<file path="config.mk">
export PLATFORM = sky130hd
export DESIGN_NAME = mc_alu
export DESIGN_NICKNAME = d
export VERILOG_FILES = /design/src/rtl/alu_pkg.sv /design/src/rtl/alu_iter_muldiv.sv /design/src/rtl/mc_alu.sv
export SDC_FILE = /design/constraint.sdc
export NUM_CORES = 1
export LEC_CHECK = 0
export ABC_AREA = 1
export BUFFER_PORTS_ARGS = -buffer_cell sky130_fd_sc_hd__buf_4
export CAP_MARGIN = 20
export CORE_ASPECT_RATIO = 0.8
export CORE_MARGIN = 10
export CORE_UTILIZATION = 35
export DETAILED_ROUTE_END_ITERATION = 16
export HOLD_SLACK_MARGIN = 0.08
export SLEW_MARGIN = 40
export SYNTH_ARGS = -nofsm -noshare
export SYNTH_HDL_FRONTEND = slang
export SYNTH_SLANG_ARGS = --single-unit
</file>
<file path="constraint.sdc">
create_clock -name clk -period 6.9 [get_ports clk]
set_input_delay 0.69 -clock clk [delete_from_list [all_inputs] [get_ports clk]]
set_output_delay 0.69 -clock clk [all_outputs]
set_load 0.02 [all_outputs]
</file>
<file path="src/rtl/alu_pkg.sv">
// Shared encodings for mc_alu: opcodes, FSM states, flag classes and their decode.
// Optional feature macro: ALU_DIV_EN (makes DIV an iterative op that updates N, Z and V).
package alu_pkg;

  typedef enum logic [3:0] {
    OP_ADD  = 4'd0,
    OP_SUB  = 4'd1,
    OP_MUL  = 4'd2,
    OP_ORR  = 4'd3,
    OP_AND  = 4'd4,
    OP_EOR  = 4'd5,
    OP_MOVN = 4'd6,
    OP_MOV  = 4'd7,
    OP_LSR  = 4'd8,
    OP_LSL  = 4'd9,
    OP_ROR  = 4'd10,
    OP_CMP  = 4'd11,
    OP_ADR  = 4'd12,
    OP_DIV  = 4'd13,
    OP_ASR  = 4'd14,
    OP_NOP  = 4'd15
  } opcode_e;

  typedef enum logic [1:0] {
    ST_IDLE = 2'd0,
    ST_BUSY = 2'd1,
    ST_DONE = 2'd2
  } state_e;

  typedef enum logic [1:0] {
    FC_NZCV = 2'd0,
    FC_NZ_V = 2'd1,
    FC_NZ   = 2'd2,
    FC_NONE = 2'd3
  } flag_class_e;

  function automatic flag_class_e flag_class(input opcode_e op);
    flag_class_e fc;
    case (op)
      OP_ADD, OP_SUB, OP_CMP:                  fc = FC_NZCV;
      OP_MUL:                                  fc = FC_NZ_V;
`ifdef ALU_DIV_EN
      OP_DIV:                                  fc = FC_NZ_V;
`endif
      OP_ORR, OP_AND, OP_EOR,
      OP_LSR, OP_LSL, OP_ROR, OP_ASR:          fc = FC_NZ;
      default:                                 fc = FC_NONE;
    endcase
    return fc;
  endfunction

  function automatic logic is_iter_op(input opcode_e op);
`ifdef ALU_DIV_EN
    return (op == OP_MUL) || (op == OP_DIV);
`else
    return (op == OP_MUL);
`endif
  endfunction

endpackage

</file>
<file path="src/rtl/alu_iter_muldiv.sv">
// Shared iterative engine for mc_alu: shift-add multiply and (with ALU_DIV_EN) restoring divide.
// One step per cycle; the final step is presented combinationally on res/ovf while done is high.
module alu_iter_muldiv
  import alu_pkg::*;
#(
  parameter int WIDTH = 16
) (
  input  logic             clk,
  input  logic             rst,
  input  logic             start,
`ifdef ALU_DIV_EN
  input  logic             is_div,
`endif
  input  logic [WIDTH-1:0] op_a,
  input  logic [WIDTH-1:0] op_b,
  output logic             done,
  output logic [WIDTH-1:0] res,
  output logic             ovf
);

  localparam int CNT_W = $clog2(WIDTH);

  logic [WIDTH-1:0] acc_r;
  logic [WIDTH-1:0] sreg_r;
  logic [WIDTH-1:0] opb_r;
  logic [CNT_W-1:0] cnt_r;
  logic             running_r;

  logic [WIDTH:0]   mul_sum_s;
  logic [WIDTH-1:0] mul_acc_s;
  logic [WIDTH-1:0] mul_sreg_s;
  logic [WIDTH-1:0] acc_nxt_s;
  logic [WIDTH-1:0] sreg_nxt_s;

`ifdef ALU_DIV_EN
  logic             div_r;
  logic [WIDTH:0]   div_shift_s;
  logic [WIDTH:0]   div_diff_s;
  logic [WIDTH-1:0] div_acc_s;
  logic [WIDTH-1:0] div_sreg_s;
`endif

  assign done = running_r && (cnt_r == CNT_W'(WIDTH - 1));

  // One multiply (and divide) step computed from the current state.
  always_comb begin
    mul_sum_s  = {1'b0, acc_r} + (sreg_r[0] ? {1'b0, opb_r} : {(WIDTH + 1){1'b0}});
    mul_acc_s  = mul_sum_s[WIDTH:1];
    mul_sreg_s = {mul_sum_s[0], sreg_r[WIDTH-1:1]};
`ifdef ALU_DIV_EN
    // A zero divisor never borrows, so the quotient naturally comes out all ones.
    div_shift_s = {acc_r, sreg_r[WIDTH-1]};
    div_diff_s  = div_shift_s - {1'b0, opb_r};
    if (!div_diff_s[WIDTH]) begin
      div_acc_s  = div_diff_s[WIDTH-1:0];
      div_sreg_s = {sreg_r[WIDTH-2:0], 1'b1};
    end else begin
      div_acc_s  = div_shift_s[WIDTH-1:0];
      div_sreg_s = {sreg_r[WIDTH-2:0], 1'b0};
    end
    if (div_r) begin
      acc_nxt_s  = div_acc_s;
      sreg_nxt_s = div_sreg_s;
      res        = div_sreg_s;
      ovf        = (opb_r == '0);
    end else begin
      acc_nxt_s  = mul_acc_s;
      sreg_nxt_s = mul_sreg_s;
      res        = mul_sreg_s;
      ovf        = (mul_acc_s != '0);
    end
`else
    acc_nxt_s  = mul_acc_s;
    sreg_nxt_s = mul_sreg_s;
    res        = mul_sreg_s;
    ovf        = (mul_acc_s != '0);
`endif
  end

  // Load operands on start, then advance one step per cycle until the final step.
  always_ff @(posedge clk) begin
    if (rst) begin
      acc_r     <= '0;
      sreg_r    <= '0;
      opb_r     <= '0;
      cnt_r     <= '0;
      running_r <= 1'b0;
`ifdef ALU_DIV_EN
      div_r     <= 1'b0;
`endif
    end else if (start) begin
      acc_r     <= '0;
      sreg_r    <= op_a;
      opb_r     <= op_b;
      cnt_r     <= '0;
      running_r <= 1'b1;
`ifdef ALU_DIV_EN
      div_r     <= is_div;
`endif
    end else if (running_r) begin
      if (done) begin
        running_r <= 1'b0;
        cnt_r     <= '0;
      end else begin
        acc_r  <= acc_nxt_s;
        sreg_r <= sreg_nxt_s;
        cnt_r  <= cnt_r + CNT_W'(1);
      end
    end
  end

endmodule

</file>
<file path="src/rtl/mc_alu.sv">
// Multi-cycle ALU with valid/ready on both sides and an owned NZCV flag register.
// Optional feature macro: ALU_DIV_EN (iterative unsigned divide on opcode 13).
module mc_alu
  import alu_pkg::*;
#(
  parameter int WIDTH = 16,
  parameter int IMM_W = 7
) (
  input  logic             clk,
  input  logic             rst,
  input  logic             in_valid,
  output logic             in_ready,
  input  logic [3:0]       opcode,
  input  logic [WIDTH-1:0] operand_1,
  input  logic [WIDTH-1:0] operand_2,
  input  logic [IMM_W-1:0] immediate_offset,
  output logic             out_valid,
  input  logic             out_ready,
  output logic [WIDTH-1:0] result,
  output logic             negative,
  output logic             zero,
  output logic             carry,
  output logic             overflow,
  output logic             busy
);

  localparam int SH_W = $clog2(WIDTH);

  state_e             state_r;
  state_e             state_nxt_s;
  opcode_e            op_s;
  logic               accept_s;
  logic               start_s;
  logic               iter_done_s;
  logic [WIDTH-1:0]   iter_res_s;
  logic               iter_ovf_s;
  logic [SH_W-1:0]    sh_s;
  logic [WIDTH:0]     add_s;
  logic [WIDTH:0]     sub_s;
  logic [2*WIDTH-1:0] ror_s;
  logic [WIDTH-1:0]   sc_result_s;
  logic [WIDTH-1:0]   sc_flag_val_s;
  logic               sc_c_s;
  logic               sc_v_s;

  assign op_s      = opcode_e'(opcode);
  assign sh_s      = immediate_offset[SH_W-1:0];
  assign out_valid = (state_r == ST_DONE);
  assign busy      = (state_r == ST_BUSY);

  // Single-cycle datapath evaluated straight from the presented operands.
  always_comb begin
    add_s         = {1'b0, operand_1} + {1'b0, operand_2};
    sub_s         = {1'b0, operand_1} - {1'b0, operand_2};
    ror_s         = {operand_1, operand_1} >> sh_s;
    sc_result_s   = '0;
    sc_c_s        = 1'b0;
    sc_v_s        = 1'b0;
    case (op_s)
      OP_ADD: begin
        sc_result_s = add_s[WIDTH-1:0];
        sc_c_s      = add_s[WIDTH];
        sc_v_s      = (operand_1[WIDTH-1] == operand_2[WIDTH-1]) &&
                      (add_s[WIDTH-1] != operand_1[WIDTH-1]);
      end
      OP_SUB, OP_CMP: begin
        sc_result_s = (op_s == OP_CMP) ? '0 : sub_s[WIDTH-1:0];
        sc_c_s      = ~sub_s[WIDTH];
        sc_v_s      = (operand_1[WIDTH-1] != operand_2[WIDTH-1]) &&
                      (sub_s[WIDTH-1] != operand_1[WIDTH-1]);
      end
      OP_ORR:  sc_result_s = operand_1 | operand_2;
      OP_AND:  sc_result_s = operand_1 & operand_2;
      OP_EOR:  sc_result_s = operand_1 ^ operand_2;
      OP_MOVN: sc_result_s = ~WIDTH'(immediate_offset);
      OP_MOV:  sc_result_s = operand_1;
      OP_LSR:  sc_result_s = operand_1 >> sh_s;
      OP_LSL:  sc_result_s = operand_1 << sh_s;
      OP_ROR:  sc_result_s = ror_s[WIDTH-1:0];
      OP_ASR:  sc_result_s = WIDTH'($signed(operand_1) >>> sh_s);
      OP_ADR:  sc_result_s = operand_1 + WIDTH'($signed(immediate_offset));
      default: sc_result_s = '0;
    endcase
    // CMP reports N/Z of the difference even though its result is forced to zero.
    sc_flag_val_s = (op_s == OP_CMP) ? sub_s[WIDTH-1:0] : sc_result_s;
  end

  // Handshake and next-state decode.
  always_comb begin
    state_nxt_s = state_r;
    case (state_r)
      ST_IDLE: in_ready = 1'b1;
      ST_DONE: in_ready = out_ready;
      default: in_ready = 1'b0;
    endcase
    accept_s = in_valid && in_ready;
    start_s  = accept_s && is_iter_op(op_s);
    case (state_r)
      ST_IDLE, ST_DONE: begin
        if (accept_s) begin
          state_nxt_s = start_s ? ST_BUSY : ST_DONE;
        end else if ((state_r == ST_DONE) && out_ready) begin
          state_nxt_s = ST_IDLE;
        end else begin
          state_nxt_s = state_r;
        end
      end
      ST_BUSY: begin
        if (iter_done_s) begin
          state_nxt_s = ST_DONE;
        end else begin
          state_nxt_s = ST_BUSY;
        end
      end
      default: state_nxt_s = ST_IDLE;
    endcase
  end

  alu_iter_muldiv #(.WIDTH(WIDTH)) u_iter (
    .clk    (clk),
    .rst    (rst),
    .start  (start_s),
`ifdef ALU_DIV_EN
    .is_div (op_s == OP_DIV),
`endif
    .op_a   (operand_1),
    .op_b   (operand_2),
    .done   (iter_done_s),
    .res    (iter_res_s),
    .ovf    (iter_ovf_s)
  );

  // State, result and NZCV; single-cycle results land on acceptance, iterative ones on the last step.
  always_ff @(posedge clk) begin
    if (rst) begin
      state_r  <= ST_IDLE;
      result   <= '0;
      negative <= 1'b0;
      zero     <= 1'b0;
      carry    <= 1'b0;
      overflow <= 1'b0;
    end else begin
      state_r <= state_nxt_s;
      if (accept_s && !start_s) begin
        result <= sc_result_s;
        case (flag_class(op_s))
          FC_NZCV: begin
            negative <= sc_flag_val_s[WIDTH-1];
            zero     <= (sc_flag_val_s == '0);
            carry    <= sc_c_s;
            overflow <= sc_v_s;
          end
          FC_NZ_V: begin
            negative <= sc_flag_val_s[WIDTH-1];
            zero     <= (sc_flag_val_s == '0);
            overflow <= sc_v_s;
          end
          FC_NZ: begin
            negative <= sc_flag_val_s[WIDTH-1];
            zero     <= (sc_flag_val_s == '0);
          end
          default: begin
          end
        endcase
      end else if (iter_done_s) begin
        result   <= iter_res_s;
        negative <= iter_res_s[WIDTH-1];
        zero     <= (iter_res_s == '0);
        overflow <= iter_ovf_s;
      end
    end
  end

endmodule

</file>
==> results.md, run 1 <==
* Synth area leaders: nand2_1 20%, dfxtp_1 16%, ha_1 11%
* Mean area per synthesized cell at 5.592 sq um
* Fillers at 3006
* Mux cell area share after synthesis at 0%
* Synth Area in Simple Gates at 40.92%
* Setup Viol. Count Final at 0
* RSZ-0062 raised after global routing: false
* Placed cell areas at 10290 sq um
* Clk buf depth at 2
* R2R setup slack at 3.35 ns
* I/O pins at 70
* Maximum clock frequency at 281.7 MHz
* Critical Path Most Common Cell: nand2_1
* Final hold vios at 0
* Multi-input logic area at 6955 sq um
* Post-Synth Adder-Cell Area at 11.54%
* Top layer in use: met5
* Total gr overflow at 0
* Cell Chain, Critical Path: nand2_1 > inv_1 > ha_1 > inv_1 > fa_1 > nand3b_1 > nand2_1 > a21boi_0 > o21ai_0 > a21oi_1 > inv_1 > nand2_1 > nand2_1 > nand2_1 > nor2_1 > nand3_1 > nand2_1 > nand3_1 > nand2_1 > inv_1
* Startpoint types: flip-flop
* Routability cong. at 1.077
* Seq cells post-synth at 75
* Clock transition at the registers of the reported paths at 0.06 ns
* Finished Cell Area at 10600 sq um
* Initial core utilization at 35.38%
* Sink Count at 75
* CP peak stage delay at 0.72 ns
* Via count at 11610
* Clock power frac at 31.3%
* Met2 WL at 15940 um
* Count leader, synth: nand2_1
* FP Rows at 54
* Port Buf Inserts at 69
* Crit path time final at 3.550 ns
* # H-tree levels at 3
* FF+latch area at 1501 sq um
* Pint at 923.6 uW
* Clock skew at 0.005316 ns
* DRC viols at 0
* Vias in the first global route at 10800
* P_sw at 613.9 uW
* Synth area leader: nand2_1
* Finished Core Util at 39.12%
* Top cell type's share of synthesized area at 20.36%
* Average wire per standard cell at 19.47 um
* Largest net degree at the start of global routing at 39
* CP endpoint kind: flip-flop
* Status: completed
* Worst setup path class: reg2reg
* Final antenna-violating net count at 0
* Max Cap Viol at 0
* Slew Limit Fails at 0
* Die height at 168.0 um
* Worst slew margin at 46.12%
* # hold bufs at CTS at 0
* Detailed placement HPWL at 32900 um
* Cts bufs inserted at 9
* Top cells by count, synth: 520 x nand2_1, 213 x inv_1, 185 x nand3_1
* Layout cells sized above 1 at 6.867%
* Die width at 205.0 um
* CP Max Fanout at 17
* Slowest CP cell: dfxtp_1
* Sequential share of power at 30.0%
* DR iter-0 viols at 1244
* # Post-CTS Setup Buffers at 0
* Core ar. at 27090 sq um
* Post-synth EDFFs at 0
* Comb pwr share at 38.7%
* Initial antenna violation count at 4
* WL met3 at 5386 um
* Hold crit path type: reg2reg
* CTS tree: yes
* First-pass iteration count of the detailed router at 6
* Switching portion of total power at 39.93%
* WL final at 40860 um
* Final Cycle Share at 51.45%
* Compound-Gate Fraction of Synth Area at 18.22%
* Leakage at 0.005470 uW
* Synth warn at 0
* First-pass GRT wire length at 62660 um
* GRT Overall Usage at 23.22%
* Main combinational cell family by area after synthesis: simple AND/OR/NAND/NOR gates
* Synth Area in XOR/XNOR at 1.645%
* Worst Path Arrival at 3.79 ns
* Gate Count Post-Synth at 1714
* Ys async rst share at 0%
* Nets at 1863
* Root buffer cell: clkbuf_16
* Resize count post-CTS at 0
* Clk_lat worst skew at 0.34 ns
* Met1 wire length at 17690 um
* Main flop type after synthesis: dfxtp_1
* Total die area at 34450 sq um
* Setup_tns at 0 ns
* Pwr Density at 145.1 nW/um^2
* Area Growth Syn to Fin at 10.57%
* Syn nets at 1847
* Post-Syn Area at 9585 sq um
* WP data required at 7.14 ns
* Seq/Total Area, Yosys at 15.66%
* Worst slew pin tran at 0.8073 ns
* DR vias/cell at 5.529
* Worst IR Drop VDD at 0.1033 mV
* Cell variety after synth at 45
[area by class of cell]
| cell class | instances | area share (%) |
|---|---|---|
| clock buffer | 11 | 2.385 |
| antenna | 2 | 0.04722 |
| sequential | 75 | 14.17 |
| tap | 364 | 4.297 |
| inverter | 227 | 8.075 |
| clock inverter | 3 | 0.4486 |
| timing repair buffer | 70 | 4.958 |
| multi-input combinational | 1347 | 65.62 |
[power by group through the flow]
stage	registers [uW]	logic, uW	clock network, uW
5_1_grt	463	653	509
6_report	462	595	481
3_3_place_gp	471	573	0
4_1_cts	461	575	488
3_5_place_dp	471	572	0
2_1_floorplan	475	368	0
[cells in the final DEF, fill, tap and decap left out, types with 3 or more instances in the layout]
cell | Yosys | routed
nand2_1 | 520 | 520
or2_2 | 3 | 3
fa_1 | 4 | 4
a21boi_0 | 3 | 3
o221ai_1 | 4 | 4
a21oi_1 | 116 | 116
a221oi_1 | 11 | 11
xor2_1 | 10 | 10
a21o_1 | 3 | 3
a31oi_1 | 9 | 9
a211oi_1 | 3 | 3
o21ai_0 | 99 | 99
nor2_1 | 155 | 146
nand3_1 | 185 | 185
o211ai_1 | 22 | 22
inv_1 | 213 | 213
dfxtp_1 | 75 | 75
inv_2 | 10 | 10
nand2_2 | 4 | 4
o22ai_1 | 10 | 10
xnor2_1 | 8 | 8
o21ai_1 | 9 | 9
and2_1 | 5 | 5
clkbuf_16 | 0 | 9
buf_4 | 4 | 70
nor3_1 | 19 | 19
nand3b_1 | 8 | 8
ha_1 | 82 | 82
nand4_1 | 28 | 28
nor2_2 | 6 | 15
o21bai_1 | 9 | 9
[worst max-delay path: cells and delay by family, from the launching register on]
family | cells | cell delay, ns
simple gates | 11 | 1.10
compound gates | 3 | 0.76
flops | 1 | 0.72
buf+inv | 4 | 0.27
fa+ha+maj | 2 | 0.62
[metal layers]
| metal | track usage [%] | vias up |
|---|---|---|
| met4 | 10.08 | 4 |
| met1 | 31.68 | 5211 |
| met2 | 32.16 | 636 |
| met3 | 7.903 | 103 |
| met5 | 0 | - |
| li1 | - | 5652 |
[path summary, 6_finish.rpt]
path / start / endpoint / depth (start not counted)
hold reg to reg: u_iter.sreg_r[5] / u_iter.sreg_r[5] / 2
hold / removal: u_iter.sreg_r[5] / u_iter.sreg_r[5] / 2
setup / recovery: u_iter.sreg_r[0] / overflow / 20
setup reg to reg: u_iter.sreg_r[0] / overflow / 20
[cell families after synthesis]
logic type | after synthesis
buffers and inverters | 292
AOI/OAI and AO/OA | 307
and+or+nand+nor | 936
xor gates and xnor gates | 18
DFF | 75
adders and majority gates | 86
[flip-flops by register name (all words and copies together) (netlist names), 2 cells and up]
name and count:
u_iter.acc_r 16, u_iter.sreg_r 16, u_iter.cnt_r 4, u_iter.opb_r 16, state_r 2, result 16
[stage by stage]
stage                     std cells  total power [uW]  setup slack (ns)  hold WS [ns]
after floorplan                1714             843.2             4.235        0.4453
after global placement         2083              1044             3.419        0.4525
after detailed placement       2083              1043             3.383        0.4558
after CTS                      2097              1525             3.365        0.4649
after global routing           2097              1625             3.029        0.5022
final                          2099              1537             3.350        0.4640
Note: power is estimated with default switching activity, not from simulation.
==> run 2: changes to the inputs <==
--- a/config.mk
+++ b/config.mk
@@ -5,7 +5,7 @@
 export SDC_FILE = /design/constraint.sdc
 export NUM_CORES = 1
 export LEC_CHECK = 0
-export ABC_AREA = 1
+export ABC_AREA = 0
 export BUFFER_PORTS_ARGS = -buffer_cell sky130_fd_sc_hd__buf_4
 export CAP_MARGIN = 20
 export CORE_ASPECT_RATIO = 0.8
==> constraint.sdc (replaced) <==
create_clock -name clk -period 3.4 [get_ports clk]
set_input_delay 0.34 -clock clk [delete_from_list [all_inputs] [get_ports clk]]
set_output_delay 0.34 -clock clk [all_outputs]
set_load 0.02 [all_outputs]
==> run 2 against run 1 <==
Clock power grew 110%; utilization up 3.0 points; global-route usage increased by 0.49 points; synthesized cell count shrank 22%; cell area grew 12%; critical path type is now in2reg.
==> results.md, run 2 <==
* Port Buf Inserts at 69 (unchanged)
* Total gr overflow at 0 (unchanged)
* Cts bufs inserted at 9 (unchanged)
* DR vias/cell at 6.152 (+11%)
* Initial antenna violation count at 1 (-3)
* GRT Overall Usage at 23.71% (+0.49 points)
* Met2 WL at 18230 um (+14%)
* Post-Syn Area at 9928 sq um (+3.6%)
* Die width at 208.3 um (+1.6%)
* Slew Limit Fails at 0 (unchanged)
* Pwr Density at 291.9 nW/um^2 (+100%)
* First-pass iteration count of the detailed router at 5 (-1)
* # Post-CTS Setup Buffers at 0 (unchanged)
* Hold crit path type: in2reg
* FP Rows at 55 (+1.9%)
* R2R depth at 14 (-30%)
* Crit path time final at 3.210 ns
* Root buffer cell: clkbuf_16
* Top cell type's share of synthesized area at 15.12% (-5.2 points)
* CP Max Fanout at 15 (-2)
* Seq/Total Area, Yosys at 15.12% (-0.54 points)
* Cell variety after synth at 82 (+82%)
* Detailed placement HPWL at 35660 um (+8.4%)
* CTS tree: yes
* Worst slew pin tran at 0.6977 ns (-0.1096 ns)
* WL final at 44040 um (+7.8%)
* Top cells by count, synth: 157 x nand2_1, 127 x nor2_1, 118 x a21oi_1
* Layout cells sized above 1 at 19.44% (+13 points)
* CP endpoint kind: flip-flop
* Mean area per synthesized cell at 7.454 sq um (+33%)
* Synth area leaders: dfxtp_1 15%, ha_1 10%, a21oi_1 5.9%
* First-pass GRT wire length at 65340 um (+4.3%)
* Ys async rst share at 0% (unchanged)
* R2R setup slack at 0.19 ns (-3.16 ns)
* Clk_lat worst skew at 0.35 ns (about the same)
* Status: completed
* Largest net degree at the start of global routing at 58 (+49%)
* Hold Path Stages at 2 (unchanged)
* Most common cell after layout, fill and taps aside: buf_4
* Worst Path Arrival at 3.51 ns (-0.28 ns)
* Total die area at 35550 sq um (+3.2%)
* Gate Count Post-Synth at 1332 (-22%)
* Setup_tns at 0 ns (unchanged)
* Worst slew margin at 53.37% (+7.2 points)
* Main flop type after synthesis: dfxtp_1
* Sink Count at 75 (unchanged)
* Max Cap Viol at 0 (unchanged)
* Post-synth EDFFs at 0 (unchanged)
* WL met3 at 5616 um (+4.3%)
* DR iter-0 viols at 1399 (+12%)
* Nets at 1590 (-15%)
* Average wire per standard cell at 24.04 um (+23%)
* Final hold vios at 0 (unchanged)
* Setup Viol. Count Final at 0 (unchanged)
* Met1 wire length at 18750 um (+6.0%)
* DRC viols at 0 (unchanged)
* Via count at 11270 (-2.9%)
* Synth area leader: dfxtp_1
* Syn nets at 1465 (-21%)
* Worst IR Drop VDD at 0.2457 mV (+140%)
* RSZ-0062 raised after global routing: false
* Clock transition at the registers of the reported paths at 0.07 ns (about the same)
* # H-tree levels at 3 (unchanged)
* Top layer in use: met4
* Routability cong. at 1.095 (+1.7%)
* Startpoint types: primary input
* Clock skew at 0.01517 ns (+0.009851 ns)
* Count leader, synth: nand2_1
* WP data required at 3.70 ns (-3.44 ns)
* Final worst slack at 0.1898 ns (-3.160 ns)
* Vias in the first global route at 10620 (-1.6%)
* I/O pins at 70 (unchanged)
* Area Growth Syn to Fin at 19.42%
* Final Cycle Share at 94.42%
* Die height at 170.6 um (+1.6%)
* Maximum clock frequency at 311.5 MHz
* Synth warn at 0 (unchanged)
* Initial core utilization at 35.27% (-0.10 points)
* Dpl ws at -0.2318 ns (-3.615 ns)
* Worst setup path class: in2reg
* Clk buf depth at 2 (unchanged)
* Seq cells post-synth at 75 (unchanged)
* Core ar. at 28150 sq um (+3.9%)
* Fillers at 2934 (-2.4%)
* Leakage at 0.004987 uW (-8.8%)
* Most frequent cells in the layout: 213 x buf_4, 157 x nand2_1, 127 x nor2_1
* Final antenna-violating net count at 0 (unchanged)
-- run 2: changes by cell type after synthesis, sizes merged, moves of 25 or more --
cell,before,now
a211oi,3,39
nand2b,0,25
nand3,185,31
nor2,161,127
nand2,524,157
inv,224,56
o21ai,108,45
mux2,0,25
mux2i,0,35
-- run 2: critical path, cell delays in order --
cell and delay [ns]:
buf_4 0.26, mux4_1 0.73, mux2i_1 0.25, o21ai_0 0.14, a211oi_1 0.30, buf_4 0.21, o211ai_1 0.13, a211oi_1 0.39
nand4_1 0.14, nor4_1 0.27, and3_1 0.21, a31o_1 0.14
-- run 2: cell type report --
type	instances	area (sq um)	share of cell area (%)
Multi-Input combinational cell	1099	7727	65.18
Timing Repair Buffer	215	1639	13.82
Sequential cell	75	1501	12.66
Clock inverter	4	76.32	0.6437
Clock buffer	11	232.7	1.963
Tap cell	370	462.9	3.905
Antenna cell	1	2.502	0.02111
Inverter	57	214.0	1.805
-- run 2: timing repair --
| action | in CTS | in global routing |
|---|---|---|
| resized for setup | 0 | 7 |
| hold buffers | 0 | 0 |
| setup endpoints to repair | 0 | 5 |
-- run 2: stage by stage --
stage / instances / util [%] / area (sq um) / power (uW) / hold WS (ns)
2_1_floorplan: 1332 / - / 9928 / 1790 / 0.4317
3_3_place_gp: 1816 / 40.88 / 11510 / 2394 / 0.4430
3_5_place_dp: 1816 / 40.91 / 11510 / 2391 / 0.4454
4_1_cts: 1831 / 42.00 / 11820 / 3424 / 0.1794
5_1_grt: 1831 / 42.12 / 11850 / 3611 / 0.1789
6_report: 1832 / 42.12 / 11860 / 3461 / 0.1834
-- run 2: where the power goes --
group / switching [uW] / leakage (uW) / internal (uW)
clock network: 384 / 0.000146 / 640
logic: 904 / 0.00423 / 599
registers: 22.9 / 0.000609 / 910
total: 1310 / 0.00499 / 2150
-- run 2: final timing paths --
path,startpoint,endpoint
setup reg to reg,u_iter.sreg_r[0],overflow
hold reg to reg,u_iter.opb_r[0],u_iter.opb_r[0]
setup / recovery,immediate_offset[0],zero
hold / removal,out_ready,state_r[1]
-- run 2: cell families after synthesis --
kind of cell,after synthesis,synth area share (%)
AOI/OAI and AO/OA,380,25.76
xor gates and xnor gates,44,3.882
adders and majority gates,86,11.14
buffers and inverters,158,7.599
DFF,75,15.12
muxes,81,11.39
and+or+nand+nor,508,25.10
-- run 2: per-layer routing --
metal / track usage, % / vias to the layer above
li1: - / 5159
met1: 31.45 / 5351
met2: 34.81 / 665
met3: 8.490 / 95
met4: 7.799 / 0
met5: 0 / -
